### config.mk
export PLATFORM = sky130hd
export DESIGN_NAME = split_add_scheduler
export DESIGN_NICKNAME = d
export VERILOG_FILES = /design/src/rtl/split_add_pkg.sv /design/src/rtl/half_add_stage.sv /design/src/rtl/split_add_scheduler.sv
export SDC_FILE = /design/constraint.sdc
export NUM_CORES = 1
export LEC_CHECK = 0
export BUFFER_PORTS_ARGS = -buffer_cell sky130_fd_sc_hd__clkbuf_2
export CELL_PAD_IN_SITES_DETAIL_PLACEMENT = 0
export CELL_PAD_IN_SITES_GLOBAL_PLACEMENT = 1
export CORE_AREA = 2 2 228 230
export DETAILED_ROUTE_END_ITERATION = 7
export DIE_AREA = 0 0 230 232
export PLACE_DENSITY = 0.72
export SLEW_MARGIN = 20
export SYNTH_ARGS = -nofsm -noshare
export SYNTH_HDL_FRONTEND = slang
export SYNTH_SLANG_ARGS = --single-unit
### constraint.sdc
create_clock -name clk -period 12.43 [get_ports clk]
set_input_delay 0.6215 -clock clk [delete_from_list [all_inputs] [get_ports clk]]
set_output_delay 0.6215 -clock clk [all_outputs]
set_load 0.01 [all_outputs]
### src/rtl/split_add_pkg.sv
// Shared types for the split-adder scheduler.
// Holds the scheduler FSM state encoding.
package split_add_pkg;

    typedef enum logic [1:0] {
        IDLE = 2'd0,
        LOW  = 2'd1,
        HIGH = 2'd2,
        RESP = 2'd3
    } sched_state_t;

endpackage

### src/rtl/half_add_stage.sv
// One M-bit adder slice with carry in/out.
// Reused for both halves of the N-bit sum.
module half_add_stage #(
    parameter int M = 32
) (
    input  logic [M-1:0] a_i,
    input  logic [M-1:0] b_i,
    input  logic         cin_i,
    output logic [M-1:0] sum_o,
    output logic         cout_o
);

    assign {cout_o, sum_o} = {1'b0, a_i} + {1'b0, b_i} + {{M{1'b0}}, cin_i};

endmodule

### src/rtl/split_add_scheduler.sv
// Round-robin scheduler sharing one half-width adder among K requesters.
// Each sum takes a low pass then a high pass; results are fully registered.
module split_add_scheduler
    import split_add_pkg::*;
#(
    parameter  int N   = 64,
    parameter  int K   = 4,
    localparam int IDW = $clog2(K)
) (
    input  logic           clk,
    input  logic           rst,
    input  logic [K-1:0]   req_valid,
    output logic [K-1:0]   req_ready,
    input  logic [K*N-1:0] req_a,
    input  logic [K*N-1:0] req_b,
    output logic           rsp_valid,
    input  logic           rsp_ready,
    output logic [IDW-1:0] rsp_id,
    output logic [N-1:0]   rsp_sum,
    output logic           rsp_cout,
    output logic           rsp_ovf,
    output logic           busy
);

    localparam int M = N / 2;

    sched_state_t   state_q, state_d;
    logic [IDW-1:0] rr_ptr_q, id_q, rsp_id_q;
    logic [N-1:0]   a_q, b_q, rsp_sum_q;
    logic [M-1:0]   sum_lo_q;
    logic           c_lo_q;
    logic           rsp_valid_q, rsp_cout_q, rsp_ovf_q;

    logic [M-1:0]   add_a, add_b, add_sum;
    logic           add_cin, add_cout;
    logic           pick_vld, accept;
    logic [IDW-1:0] pick_idx;

    // Lowest offset from ptr wins, so iterate from the far end down.
    function automatic logic [IDW:0] rr_pick(
        input logic [K-1:0]   v,
        input logic [IDW-1:0] ptr
    );
        logic [IDW:0] r;
        int idx;
        r = '0;
        for (int i = K - 1; i >= 0; i--) begin
            idx = (int'(ptr) + i) % K;
            if (v[idx]) r = {1'b1, IDW'(idx)};
        end
        return r;
    endfunction

    assign {pick_vld, pick_idx} = rr_pick(req_valid, rr_ptr_q);
    assign accept = (state_q == IDLE) && pick_vld;

    half_add_stage #(.M(M)) u_add (
        .a_i    (add_a),
        .b_i    (add_b),
        .cin_i  (add_cin),
        .sum_o  (add_sum),
        .cout_o (add_cout)
    );

    always_ff @(posedge clk or negedge rst) begin
        if (!rst) state_q <= IDLE;
        else      state_q <= state_d;
    end

    always_comb begin
        state_d = state_q;
        unique case (state_q)
            IDLE:    if (pick_vld) state_d = LOW;
            LOW:     state_d = HIGH;
            HIGH:    state_d = RESP;
            RESP:    if (rsp_ready) state_d = IDLE;
            default: state_d = IDLE;
        endcase
    end

    always_comb begin
        req_ready = '0;
        busy      = (state_q != IDLE);
        add_a     = a_q[M-1:0];
        add_b     = b_q[M-1:0];
        add_cin   = 1'b0;
        if (state_q == IDLE && pick_vld && rst) req_ready[pick_idx] = 1'b1;
        if (state_q == HIGH) begin
            add_a   = a_q[N-1:M];
            add_b   = b_q[N-1:M];
            add_cin = c_lo_q;
        end
    end

    always_ff @(posedge clk or negedge rst) begin
        if (!rst) begin
            rr_ptr_q    <= '0;
            id_q        <= '0;
            a_q         <= '0;
            b_q         <= '0;
            sum_lo_q    <= '0;
            c_lo_q      <= 1'b0;
            rsp_valid_q <= 1'b0;
            rsp_id_q    <= '0;
            rsp_sum_q   <= '0;
            rsp_cout_q  <= 1'b0;
            rsp_ovf_q   <= 1'b0;
        end else begin
            if (accept) begin
                a_q      <= req_a[int'(pick_idx) * N +: N];
                b_q      <= req_b[int'(pick_idx) * N +: N];
                id_q     <= pick_idx;
                rr_ptr_q <= (pick_idx == IDW'(K - 1)) ? '0 : pick_idx + 1'b1;
            end
            if (state_q == LOW) begin
                sum_lo_q <= add_sum;
                c_lo_q   <= add_cout;
            end
            if (state_q == HIGH) begin
                rsp_sum_q   <= {add_sum, sum_lo_q};
                rsp_cout_q  <= add_cout;
                rsp_ovf_q   <= (a_q[N-1] == b_q[N-1]) && (add_sum[M-1] != a_q[N-1]);
                rsp_id_q    <= id_q;
                rsp_valid_q <= 1'b1;
            end
            if (state_q == RESP && rsp_ready) rsp_valid_q <= 1'b0;
        end
    end

    assign rsp_valid = rsp_valid_q;
    assign rsp_id    = rsp_id_q;
    assign rsp_sum   = rsp_sum_q;
    assign rsp_cout  = rsp_cout_q;
    assign rsp_ovf   = rsp_ovf_q;

endmodule

==> results.py <==
metrics = {
    "outcome": {
        "status": "completed",
    },
    "global_route": {
        "grt_pass1_vias": 15474,
        "antenna_found_initial": 6,
        "grt_start_max_net_pins": 120,
        "grt_usage_pct": 22.93,
        "grt_pass1_wl_um": 93190,
        "grt_overflow": 0,
    },
    "floorplan": {
        "ios": 593,
        "core_mm2": 0.05089,
        "start_util_pct": 29.70,
        "die_w_um": 230,
        "rows": 83,
        "fp.dieArea_mm2": 0.05336,
        "fp.dieH_um": 232,
    },
    "logic_synthesis": {
        "synthArstFlopShare_pct": 100.0,
        "synth_area_per_cell_um2": 7.596,
        "synthTopCellsByCount": "nand2_1, nor2_1, o21ai_0",
        "synth_top_area_share_pct": 39.07,
        "syn_nets": 2551,
        "yosysUniqueCellTypes": 55,
        "synthesis.yosys.warnings": 0,
        "synthFlopType": "dfrtp_1",
        "yosysMostFrequentCell": "nand2_1",
        "synth_top_area_cell": "dfrtp_1",
        "synth_area_leaders": "dfrtp_1, mux2_2, nand2_1, nor2_1, o21ai_0",
        "ys_seq_area_share_pct": 39.07,
        "netlist_area_mm2": 0.01512,
        "synth_cells": 1990,
        "synth-seq-cells": 236,
        "synth-edff-count": 0,
    },
    "cts": {
        "cts_tree": "yes",
        "cts_resized": 0,
        "cts-root-buf": "clkbuf_16",
        "clock_latency_ns": 0.54,
        "cts_made_buffers": 26,
        "postCtsHoldBufs": 0,
        "cts_sinks": 236,
        "cts_max_level": 1,
        "cts.clk_slew.worst_paths_ns": 0.06,
        "cts_max_path_buffers": 3,
        "cts_setup_buffers": 0,
    },
    "worst_setup_path": {
        "crit_fanout": 64,
        "crit_chain": "inv_1 -> ha_4 -> buf_4 -> buf_4 -> mux2_2 -> fa_1 -> a21o_1 -> a221oi_2 -> o32a_1 -> a21oi_2 -> a31oi_1 -> o21ai_1 -> xnor2_1 -> mux2_2",
        "cp_top_family": "compound AO/OA/AOI/OAI gates",
        "end_kind": "flop",
        "cp_num_buf_inv": 3,
        "worstPathRequired_ns": 12.85,
        "crit_type": "flop to flop",
        "slowest_stage": "buf_4",
        "cpPeakStageDelay_ns": 0.77,
        "cp-start-kind": "flop",
        "cp_data_arrival_time_ns": 5.84,
    },
    "pwr": {
        "total_power_mw": 5.934,
        "ir_drop_mv": 0.1066,
        "power_density_mw_per_mm2": 306.8,
        "p_leak_nw": 9.626,
    },
    "final_layout": {
        "postLayoutCoreUtil_pct": 38.01,
        "final_nets": 3046,
        "syn_to_final_growth_pct": 27.95,
        "layout-drive-gt1-share_pct": 32.11,
    },
    "run": {
        "max_cap_violations": 0,
    },
    "detailed_routing": {
        "vias": 15534,
        "first_pass_iters": 7,
        "postRouteAntennaNets": 0,
        "drtIter0Drc": 889,
        "drc": 0,
        "wire_per_inst_um": 19.86,
        "vias_per_cell": 4.886,
        "routed_wl_um": 63150,
    },
    "timing": {
        "slew_headroom_pct": 32.47,
        "hold_violations": 0,
        "fin_crit_ns": 5.417,
        "setup_tns_ns": 0,
        "rsz0062_at_grt": "no",
        "worstMarginPinSlew_ns": 1.013,
        "fmax_ghz": 0.1846,
        "fin_crit_sh_pct": 43.58,
        "slew_viol_final": 0,
        "clock_skew_ns": 0.01889,
        "setup_viol": 0,
    },
    "placed_design": {
        "gp_congestion": 0.8658,
        "port_buffers": 592,
        "dpl.hpwl_um": 50870,
    },
    "hold_path": {
        "hp-class": "input pin to asynchronous set/reset pin",
    },
}
==> logic make-up after synthesis <==
group / Yosys count / share of synthesized area (%)
AND/OR/NAND/NOR: 1006 / 26.90
multiplexers: 155 / 11.51
XOR/XNOR: 26 / 1.507
AO/OA/AOI/OAI: 369 / 13.34
adder cells (fa/ha/maj): 42 / 3.576
buffers and inverters: 156 / 4.106
flip-flops: 236 / 39.07
==> worst paths after layout <==
| kind | end | from | slack, ns | cells past startpoint |
|---|---|---|---|---|
| min in group clk | rsp_valid | rsp_ready | 0.28 | 2 |
| min | b_q[41] | rst | 0.15 | 1 |
| max in group asynchronous | a_q[39] | rst | 10.75 | 2 |
| max | rsp_sum[62] | state_q[0] | 7.01 | 14 |
| min reg2reg | a_q[30] | a_q[30] | 0.47 | 2 |
| max reg2reg | rsp_sum[62] | state_q[0] | 7.01 | 14 |
==> final cells by class <==
cell class,instances,area [um^2]
antenna,1,2.502
multi-input combinational,1598,8632
fill,5511,31550
sequential,236,5906
tap,680,850.8
inverter,16,67.56
timing repair buffer,607,3085
clock inverter,5,77.57
clock buffer,36,719.4
==> cells in the final DEF, fill, tap and decap left out, drive strengths merged, types with 4 or more instances in the layout <==
cell    synthesis  layout
clkbuf        101     627
nand2         414     414
nor2          407     407
o21ai         278     278
dfrtp         236     236
mux2          150     150
nand3         136     136
a21oi          40      40
ha             40      40
xnor2          19      19
buf            39      16
inv            14      15
and3           12      12
a21o           10      10
nand4           9       9
o21a            7       7
nor3            7       7
xor2            7       7
o31ai           6       6
mux2i           5       5
nor2b           5       5
o21bai          4       4
a31oi           4       4
==> state kept, by name, summed over array words and instances, names as in the netlist, 2 cells and up <==
signal	count
state_q	2
a_q	64
rr_ptr_q	2
rsp_id	2
b_q	64
id_q	2
sum_lo_q	32
rsp_sum	64
==> per-stage QoR <==
step	cell area, um^2	std cells	hold slack (ns)	setup WS, ns
after detailed placement	18540	3137	0.4661	6.984
after CTS	19340	3178	0.2107	6.968
after global placement	18540	3137	0.4574	7.116
final	19340	3179	0.1491	7.013
after floorplan	15120	1990	0.3259	8.204
after global routing	19340	3179	0.2399	6.689
==> metal layers <==
metal	up-vias	wire length, um	track usage, %
met1	7276	28060	30.66
met5	-	35	0
met4	6	2270	7.762
met3	98	3752	4.494
met2	487	29030	37.06
li1	7667	-	-
==> power by group <==
group          switching (mW)  internal [mW]  total [mW]
clock network           0.308          0.440       0.748
registers               0.348           1.19        1.54
logic                    2.22           1.43        3.65
total                    2.88           3.06        5.93
==> worst reg2reg max path: stages (launching register included) <==
cell      delay, ns
dfrtp_1        0.40
inv_1          0.16
ha_4           0.34
buf_4          0.64
buf_4          0.81
mux2_2         0.47
fa_1           0.47
a21o_1         0.23
a221oi_2       0.44
o32a_1         0.28
a21oi_2        0.11
a31oi_1        0.37
o21ai_1        0.15
xnor2_1        0.16
mux2_2         0.27
(Power assumes the default switching activity.)
